### src/rtl/divider_sequencer.sv
// rtl/divider_sequencer.sv - multi-cycle restoring unsigned divider with start/busy/done handshake
//
// subtractor: unsigned a - b, flags {negative(b > a), zero, carry(no borrow), overflow(signed)}
// divider_sequencer ports:
//   i_clk, i_rst            clock, synchronous active-high reset
//   i_start                 request a divide (sampled in IDLE only)
//   i_dividend, i_divisor   N-bit unsigned operands, sampled on the accepting edge
//   o_busy                  high while iterating
//   o_done                  one-cycle pulse when results become valid
//   o_quotient, o_remainder registered N-bit results
//   o_flags                 {negative, zero, carry, overflow}

module subtractor #(
  parameter int W = 9
) (
  input  logic [W-1:0] i_a,
  input  logic [W-1:0] i_b,
  output logic [W-1:0] o_diff,
  output logic [3:0]   o_flags
);
  logic [W:0] w_ext;

  // One extra bit captures the borrow, which for unsigned operands means b > a.
  assign w_ext  = {1'b0, i_a} - {1'b0, i_b};
  assign o_diff = w_ext[W-1:0];

  assign o_flags[3] = w_ext[W];
  assign o_flags[2] = (w_ext[W-1:0] == '0);
  assign o_flags[1] = ~w_ext[W];
  assign o_flags[0] = (i_a[W-1] ^ i_b[W-1]) & (i_a[W-1] ^ w_ext[W-1]);
endmodule

module divider_sequencer #(
  parameter int N = 8
) (
  input  logic         i_clk,
  input  logic         i_rst,
  input  logic         i_start,
  input  logic [N-1:0] i_dividend,
  input  logic [N-1:0] i_divisor,
  output logic         o_busy,
  output logic         o_done,
  output logic [N-1:0] o_quotient,
  output logic [N-1:0] o_remainder,
  output logic [3:0]   o_flags
);
  localparam int CW = (N > 1) ? $clog2(N) : 1;

  typedef enum logic [1:0] {
    S_IDLE = 2'd0,
    S_ITER = 2'd1,
    S_DONE = 2'd2
  } state_t;

  state_t r_state;
  state_t w_state_next;

  logic [N-1:0]  r_d;
  logic [N-1:0]  r_q;
  logic [N:0]    r_r;
  logic [CW-1:0] r_cnt;
  logic [N-1:0]  r_quotient;
  logic [N-1:0]  r_remainder;
  logic [3:0]    r_flags;

  logic [N:0]    w_sub_a;
  logic [N:0]    w_sub_b;
  logic [N:0]    w_sub_diff;
  logic [3:0]    w_sub_flags;
  logic          w_neg;
  logic [N:0]    w_r_next;
  logic [N-1:0]  w_q_next;
  logic          w_unused;

  // Trial subtraction of the divisor from the shifted partial remainder.
  assign w_sub_a = {r_r[N-1:0], r_q[N-1]};
  assign w_sub_b = {1'b0, r_d};

  subtractor #(.W(N + 1)) u_sub (
    .i_a     (w_sub_a),
    .i_b     (w_sub_b),
    .o_diff  (w_sub_diff),
    .o_flags (w_sub_flags)
  );

  // Restore on a negative trial result, otherwise keep the difference.
  assign w_neg    = w_sub_flags[3];
  assign w_r_next = w_neg ? w_sub_a : w_sub_diff;
  assign w_q_next = {r_q[N-2:0], ~w_neg};

  // R[N] never carries information after an iteration; only negative is consumed.
  assign w_unused = ^{w_sub_flags[2:0], r_r[N]};

  // State register
  always_ff @(posedge i_clk) begin
    if (i_rst) begin
      r_state <= S_IDLE;
    end else begin
      r_state <= w_state_next;
    end
  end

  // Next-state logic
  always_comb begin
    w_state_next = r_state;
    case (r_state)
      S_IDLE: begin
        if (i_start) begin
          w_state_next = (i_divisor == '0) ? S_DONE : S_ITER;
        end
      end
      S_ITER: begin
        if (r_cnt == '0) begin
          w_state_next = S_DONE;
        end
      end
      S_DONE:  w_state_next = S_IDLE;
      default: w_state_next = S_IDLE;
    endcase
  end

  // Outputs decoded from registered state
  always_comb begin
    o_busy = 1'b0;
    o_done = 1'b0;
    case (r_state)
      S_ITER:  o_busy = 1'b1;
      S_DONE:  o_done = 1'b1;
      default: ;
    endcase
  end

  // Datapath and result registers
  always_ff @(posedge i_clk) begin
    if (i_rst) begin
      r_d         <= '0;
      r_q         <= '0;
      r_r         <= '0;
      r_cnt       <= '0;
      r_quotient  <= '0;
      r_remainder <= '0;
      r_flags     <= '0;
    end else begin
      case (r_state)
        S_IDLE: begin
          if (i_start) begin
            r_d   <= i_divisor;
            r_q   <= i_dividend;
            r_r   <= '0;
            r_cnt <= CW'(N - 1);
            if (i_divisor == '0) begin
              r_quotient  <= '1;
              r_remainder <= i_dividend;
              r_flags     <= 4'b0001;
            end
          end
        end
        S_ITER: begin
          r_r <= w_r_next;
          r_q <= w_q_next;
          if (r_cnt == '0) begin
            r_quotient  <= w_q_next;
            r_remainder <= w_r_next[N-1:0];
            r_flags     <= {1'b0, (w_q_next == '0), 2'b00};
          end else begin
            r_cnt <= r_cnt - 1'b1;
          end
        end
        default: ;
      endcase
    end
  end

  assign o_quotient  = r_quotient;
  assign o_remainder = r_remainder;
  assign o_flags     = r_flags;
endmodule

### config.mk
export PLATFORM = sky130hd
export DESIGN_NAME = divider_sequencer
export DESIGN_NICKNAME = d
export VERILOG_FILES = /design/src/rtl/divider_sequencer.sv
export SDC_FILE = /design/constraint.sdc
export NUM_CORES = 1
export LEC_CHECK = 0
export ABC_CLOCK_PERIOD_IN_PS = 3200
export BUFFER_PORTS_ARGS = -buffer_cell sky130_fd_sc_hd__buf_2
export CORE_MARGIN = 3
export CORE_UTILIZATION = 30
export DETAILED_ROUTE_END_ITERATION = 8
export SYNTH_ARGS = -nofsm -noshare
export SYNTH_HDL_FRONTEND = slang
export SYNTH_SLANG_ARGS = --single-unit
### constraint.sdc
create_clock -name i_clk -period 3.2 [get_ports i_clk]
set_input_delay 0.64 -clock i_clk [delete_from_list [all_inputs] [get_ports i_clk]]
set_output_delay 0.64 -clock i_clk [all_outputs]
set_load 0.1 [all_outputs]
Word level (Yosys, flattened, before mapping)
Cells that the tools add are included.
Storage, ports and cells
  bits of input ports: 19
  bits in registers: 49
  output and inout bits: 22
  logic and storage cells: 53
Cells by class
  $add $sub $neg: 2
  reductions and logical operators: 10
  mux-type cells: 26
  eq/ne operators: 6
  bitwise operators: 1
Operators with widths (count)
  8-bit 2-to-1 mux: 9
  8-bit case mux with 2 select lines: 4
  8-bit logical NOT: 2
  4-bit 2-to-1 mux: 3
  9-bit by 8-bit subtractor with 10-bit output: 1
  2-bit inequality test, second input constant: 4
  4-bit case mux with 2 select lines: 1
  2-bit 2-to-1 mux: 3
  3-bit 2-to-1 mux: 2
  3-bit case mux with 2 select lines: 1
  2-bit AND reduction: 3
  2-bit case mux with 2 select lines: 1
  4-bit AND reduction: 1
  3-bit logical NOT: 1
  3-bit AND reduction: 1
  3-bit by 1-bit subtractor with 3-bit output, second input constant: 1
  2-bit by 1-bit == test with 1-bit output, second input constant: 1
  2-bit == test, second input constant: 1
  2-bit logical NOT: 1
  1-bit 2-to-1 mux: 2
  2-bit nonzero test: 1
  1-bit inverter: 1

Logic depth before layout (Yosys ltp)
Gate-level depths: netlist of run 1.
  depth in word-level cells: 5
  mapped depth: 9
  gate-level depth less buffers: 8

Modules after synthesis
From an unflattened synthesis of run 1, not the netlist that was laid out.
Second synthesis, totals
  cells, all modules: 316
  area, all modules: 2648.8 µm²
By module, submodules not included
  divider_sequencer: instances 1, area an instance 2189.6 µm², cells each 258
  subtractor: instances 1, area an instance 459.2 µm², cells each 58

Worst setup path before layout of run 1
No wires, ideal clock.
  path type: register -> output
  start point: register r_state[1]
  end point: output port o_done
  cell stages (with the launch flop): 3
  setup slack: 0.733 ns
  path buffers: 0
  data arrival time: 1.827 ns
  data required time: 2.560 ns
  cells stage by stage: dfxtp_1 -> inv_1 -> nor2_1
On the way
  word-level cells in the longest chain between the ends: 2
Ends and longest elaborated chain
  start, declared: RTL line 55  | state_t r_state;
  start signal, assigned: RTL line 99  | r_state <= w_state_next;
  2-bit == test: RTL line 126  | case (r_state)
  1-bit 2-to-1 mux: RTL line 126
  end, declared: RTL line 42  | output logic o_done,
No other way between the ends.

Worst setup path after layout of run 1
  start point: register r_state[0]
  end point: output port o_busy
On the way
  word-level cells in the longest chain between the ends: 2
Ends and longest elaborated chain
  2-bit by 1-bit == test with 1-bit output: RTL line 126
  1-bit 2-to-1 mux: RTL line 126
  end, declared: RTL line 41  | output logic o_busy,
No other way between the ends.

==> results of run 1 <==
==> routing by layer <==
| metal | track usage, % | part of all wire, % |
|---|---|---|
| met1 | 19.76 | 48 |
| met2 | 21.67 | 46 |
| met3 | 2.768 | 5.0 |
| met4 | 3.523 | 0.90 |
| met5 | 0 | 0 |
==> synth_stat cells (5+ instances only) <==
master | n | area share, %
o211ai_1 | 9 | 2.5
inv_1 | 16 | 2.2
a311oi_1 | 7 | 2.3
o21ai_0 | 9 | 1.7
nand2_1 | 53 | 7.4
a21oi_1 | 20 | 3.7
clkbuf_1 | 9 | 1.3
a211oi_1 | 6 | 1.7
nor4_1 | 6 | 1.4
nand3_1 | 7 | 1.3
nor3_1 | 8 | 1.5
nor2_1 | 24 | 3.3
dfxtp_1 | 47 | 35
buf_4 | 5 | 1.4
ha_1 | 10 | 4.6
o221a_2 | 8 | 3.3
buf_2 | 6 | 1.1
o221ai_1 | 5 | 1.6
==> cell type report <==
class                   count  area share, %
clock buffers               6          2.739
clock inverters             2         0.5394
inverters                  18          2.241
multi-input cells         236          51.62
flip-flops and latches     47          31.20
well taps                 105          4.357
repair buffers             42          7.303
==> power by group through the flow <==
stage | clock network, µW | logic, µW | registers (µW)
after floorplan | 0 | 526 | 853
after global placement | 0 | 795 | 712
after detailed placement | 0 | 808 | 712
after CTS | 407 | 811 | 699
after global routing | 427 | 885 | 707
final | 397 | 809 | 699
==> sequential cells by signal, indices dropped and copies added (netlist names) <==
signal	cells
r_q	8
r_state	2
r_d	8
r_cnt	3
o_flags	2
o_remainder	8
o_quotient	8
r_r	8
==> through the flow <==
step	worst slack, ns	std cells	area, µm²	hold slack (ns)	utilization, %
3_3_place_gp	1.018	448	2917	0.4448	34.46
5_1_grt	0.7398	456	3015	0.4759	35.62
2_1_floorplan	0.7332	324	2700	0.4363	-
6_report	0.8494	456	3015	0.4606	35.62
3_5_place_dp	0.9717	448	2917	0.4481	34.46
4_1_cts	0.8369	456	3015	0.4614	35.62
==> final timing paths <==
path                            from                          to  slack [ns]  depth (start not counted)
min reg2reg      r_d[6]$_SDFFE_PP0P_         r_d[6]$_SDFFE_PP0P_        0.46                          2
min              r_d[6]$_SDFFE_PP0P_         r_d[6]$_SDFFE_PP0P_        0.46                          2
max          r_state[0]$_SDFFE_PP0P_                      o_busy        0.85                          4
max reg2reg      r_r[4]$_SDFFE_PP0P_  o_quotient[0]$_SDFFE_PP0P_        1.02                          6
==> cells by family (layout without fill, tap and decap cells) <==
kind of cell,after synthesis,in the layout,share of synthesized area (%)
buffers and inverters,41,68,7.517
and+or+nand+nor,126,126,23.43
xor gates and xnor gates,3,3,0.9747
adders and majority gates,11,11,5.383
DFF,47,47,34.90
AOI/OAI and AO/OA,94,94,27.66
other,1,2,0.1391
==> worst min-delay path: cells and delay by family (launching register included) <==
family | cells | cell delay [ns]
and+or+nand+nor | 1 | 0.05
AOI/OAI and AO/OA | 1 | 0.05
DFF | 1 | 0.32
==> flow_summary.toml, run 1 <==
[placed_design]
port_buffers = 38
place_hpwl_mm = 5.194
finalWeightedCongestion = 0.8275

[sta]
tns_ns = 0
hold_viol_final = 0
finalMaxSlewViolations = 0
maxSlewHeadroom_pct = 53.66
skew_ns = 0.01194
final.min_clock_period_ns = 2.351
worst_slew_pin_slew_ns = 0.6926
finalSetupViolations = 0
period_share_pct = 73.45
timing.fmax_ghz = 0.4254
rsz0062_at_grt = "false"

[yosys]
yosysWarnings = 0
ys_ff_latch = 47
syn_inst = 323
synth_flop_cell = "dfxtp_1"
yosysSeqAreaShare_pct = 34.90
yosysUniqueCellTypes = 55
avgSynthCellArea_um2 = 8.348
netlist_area_um2 = 2696
synth_edf_count = 0
async_flop_share_pct = 0

[layout]
fillers = 893
most-common-layout-cells = "nand2_1 (53), dfxtp_1 (47), buf_2 (38)"
nets = 380
layout_commonest_cell = "nand2_1"
antenna_cells = 0
layout-drive-gt1-share_pct = 20.80
multiInputGateArea_um2 = 1556
area_growth_pct = 11.83
register_area_um2 = 940.9

[setup_path]
worstPathArrival_ns = 1.71
critPathKind = "reg -> out"
crit_required_ns = 2.56
critPathLaunchType = "register"
cp_slowest_stage_delay_ns = 0.49
cp-end-kind = "output pin"
cp_slowest_cell = "dfxtp_1"
crit_buf_inv = 3
crit_family = "buffers and inverters"
crit_path_max_fanout = 22
path_cells = "nand2b_1, buf_4, inv_2, buf_2"

[cts]
cts_hold_buf = 0
post_cts_buffers = 0
clkSinkCount = 47
htreeDepth = 2
cts_buffer_depth = 2
cts.clk_slew.worst_paths_ns = 0.10
ctsRootBufferMaster = "clkbuf_8"
cts_buffers = 5
cts_tree = "built"
cts_resized = 0
worstSkewPairLatency_ns = 0.30

[power_and_ir_drop]
switchingPower_uw = 842.9
swShare_pct = 44.27
pwr-share-seq_pct = 36.7
internal_power_uw = 1061
peakVddDrop_mv = 0.2265
clkPwrFrac_pct = 20.8
power.density_nw_per_um2 = 631.4
comb_power_share_pct = 42.5
leakage_uw = 0.001199
finalPower_uw = 1904

[routing]
drt_iter0_markers = 116
wire_per_inst_um = 15.41
first_pass_iters = 4
wl_mm = 7.026
vias = 2454
antenna_left = 0
viasPerCell = 5.382
route.detailed.drc = 0

[run]
drv_cap = 0

[floorplanning]
rows = 33
die_h_um = 100.8
num_io_pins = 41
chipWidth_um = 100.8
start_util_pct = 31.86
dieArea_um2 = 10160
core-area_um2 = 8464

[global_routing]
track_usage_pct = 13.95
grt_pass1_vias = 2195
grt_pass1_wl_mm = 11.37
grt_start_max_net_pins = 25
gr-total-overflow = 0
antenna_found_initial = 0

[run_status]
outcome = "completed"

[worst_hold_path]
holdCritPathClass = "reg -> reg"
(Power assumes the default switching activity.)
==> run 2: changes to the inputs <==
ABC_AREA = 1   (was default)
ABC_CLOCK_PERIOD_IN_PS = 2400   (was 3200)
clock period = 2.4 ns   (was 3.2 ns; I/O delays follow)
==> flow_summary.toml, run 2 <==
[setup_path]
critPathLaunchType = "register"
cp-end-kind = "register"
critPathKind = "reg -> reg"
cp_slowest_stage_delay_ns = 0.33
rr_worst_depth = 11
path_cells = "inv_1, ha_1, or2_2, nand3_1, nand2_1, nand2_2, nand2_2, nand3b_1, nand3_1, nand2_1, inv_1"
crit_required_ns = 2.62
cp_slowest_cell = "ha_1"
crit_path_max_fanout = 10
worstPathArrival_ns = 2.29

[cts]
ctsRootBufferMaster = "clkbuf_8"
cts_buffers = 5
post_cts_buffers = 0
clkSinkCount = 47
cts_tree = "built"
worstSkewPairLatency_ns = 0.31
cts_hold_buf = 0
cts_resized = 0
cts.clk_slew.worst_paths_ns = 0.10
cts_buffer_depth = 2
htreeDepth = 2

[global_routing]
grt_pass1_vias = 2169
grt_start_max_net_pins = 25
antenna_found_initial = 0
gr-total-overflow = 0
track_usage_pct = 12.99
grt_pass1_wl_mm = 10.18

[yosys]
synth_edf_count = 0
netlist_area_um2 = 2496
synth_top_area_cell = "dfxtp_1"
synth_top_cell_area_share_pct = 37.69
syn_inst = 354
yosysSeqAreaShare_pct = 37.69
yosysUniqueCellTypes = 32
ys_ff_latch = 47
avgSynthCellArea_um2 = 7.051
async_flop_share_pct = 0
synthTopCellsByArea = "dfxtp_1 (38%), nand2_1 (9.9%), inv_1 (9.5%)"
synth_most_common_cell = "nand2_1"
synthTopCellsByCount = "nand2_1 (66), inv_1 (63), dfxtp_1 (47)"
yosysWarnings = 0
synth_flop_cell = "dfxtp_1"

[run]
drv_cap = 0

[routing]
dr_wl_met2_mm = 2.845
drt-met1-wl_mm = 2.766
topRoutingLayerUsed = "met4"
drt_iter0_markers = 117
wire_per_inst_um = 12.10
vias = 2310
wl_mm = 5.965
antenna_left = 0
wl_met3_um = 214
viasPerCell = 4.686
first_pass_iters = 4
route.detailed.drc = 0

[sta]
rsz0062_at_grt = "false"
final.min_clock_period_ns = 2.067
worst_slew_pin_slew_ns = 0.8282
tns_ns = 0
finalMaxSlewViolations = 0
hold_viol_final = 0
timing.fmax_ghz = 0.4838
maxSlewHeadroom_pct = 44.78
skew_ns = 0.01037
finalSetupViolations = 0
setup_ws_ns = 0.3331
period_share_pct = 86.12

[floorplanning]
core-area_um2 = 7888
num_io_pins = 41
start_util_pct = 31.65
die_h_um = 97.22
chipWidth_um = 97.22
rows = 32
dieArea_um2 = 9451

[placed_design]
finalWeightedCongestion = 0.8207
place_hpwl_mm = 4.512
place_ws_ns = 0.3452
port_buffers = 38

[layout]
antenna_cells = 0
area_growth_pct = 15.79
multiInputGateArea_um2 = 1239
layout-drive-gt1-share_pct = 16.88
most-common-layout-cells = "nand2_1 (66), inv_1 (63), dfxtp_1 (47)"
fillers = 846
register_area_um2 = 940.9
layout_commonest_cell = "nand2_1"
nets = 420

[run_status]
outcome = "completed"

[worst_hold_path]
holdCritPathClass = "in -> reg"
whs_path_depth = 3

[power_and_ir_drop]
peakVddDrop_mv = 0.3799
power.density_nw_per_um2 = 788.6
leakage_uw = 0.001430
run 2: cell types whose count changed in the layout (fill, tap and decap cells not counted), moves of 7 or more:
| cell | before | now |
|---|---|---|
| inv_1 | 16 | 63 |
| nand3_1 | 7 | 32 |
| nand2_1 | 53 | 66 |
| a21oi_1 | 20 | 30 |
| o211ai_1 | 9 | 0 |
| o221a_2 | 8 | 0 |
| a311oi_1 | 7 | 0 |
| o21ai_0 | 9 | 16 |
run 2: metrics by stage:
stage,cell area (µm²),power (µW),util (%),std cells,hold WS [ns]
6_report,2890,2279,36.64,493,0.4284
5_1_grt,2890,2413,36.64,493,0.4566
4_1_cts,2890,2291,36.64,493,0.4304
3_5_place_dp,2774,1677,35.17,485,0.4463
3_3_place_gp,2774,1668,35.17,485,0.4432
2_1_floorplan,2500,1523,-,355,0.4353
run 2: path summary, 6_finish.rpt:
check	startpoint	end	slack (ns)
min reg2reg	o_quotient[0]$_SDFFE_PP0P_	o_quotient[0]$_SDFFE_PP0P_	0.46
min	i_divisor[0]	r_d[0]$_SDFFE_PP0P_	0.43
max	r_d[2]$_SDFFE_PP0P_	o_remainder[0]$_SDFFE_PP0P_	0.33
max reg2reg	r_d[2]$_SDFFE_PP0P_	o_remainder[0]$_SDFFE_PP0P_	0.33
run 2: worst max-delay path: cells and delay by family (launching register included):
family	cells	cell delay, ns
adders and majority gates	1	0.33
and+or+nand+nor	8	1.26
DFF	1	0.31
buffers and inverters	2	0.09
run 2: kinds of logic after synthesis:
group | count (synthesis) | share of synthesized area, %
and+or+nand+nor | 147 | 27.37
adders and majority gates | 11 | 5.815
AOI/OAI and AO/OA | 66 | 15.09
DFF | 47 | 37.69
other | 1 | 0.1502
buffers and inverters | 79 | 12.83
xor gates and xnor gates | 3 | 1.053
run 2: layout make-up:
| cell class | instances | share of cell area, % |
|---|---|---|
| repair buffers | 42 | 7.619 |
| clock buffers | 5 | 2.381 |
| flip-flops and latches | 47 | 32.55 |
| clock inverters | 3 | 1.645 |
| inverters | 65 | 8.528 |
| well taps | 102 | 4.416 |
| multi-input cells | 229 | 42.86 |
run 2: per-layer routing:
metal	vias to the layer above	global-route usage (%)
met5	-	0
met4	0	5.112
met3	10	2.728
met2	41	22.56
met1	1048	15.64
li1	1211	-
run 2: power by group:
group	leakage (µW)	internal, µW	switching, µW
sequential	0.000385	853	46.7
combinational	0.000986	205	555
clock	0.0000587	316	303
total	0.00143	1370	905
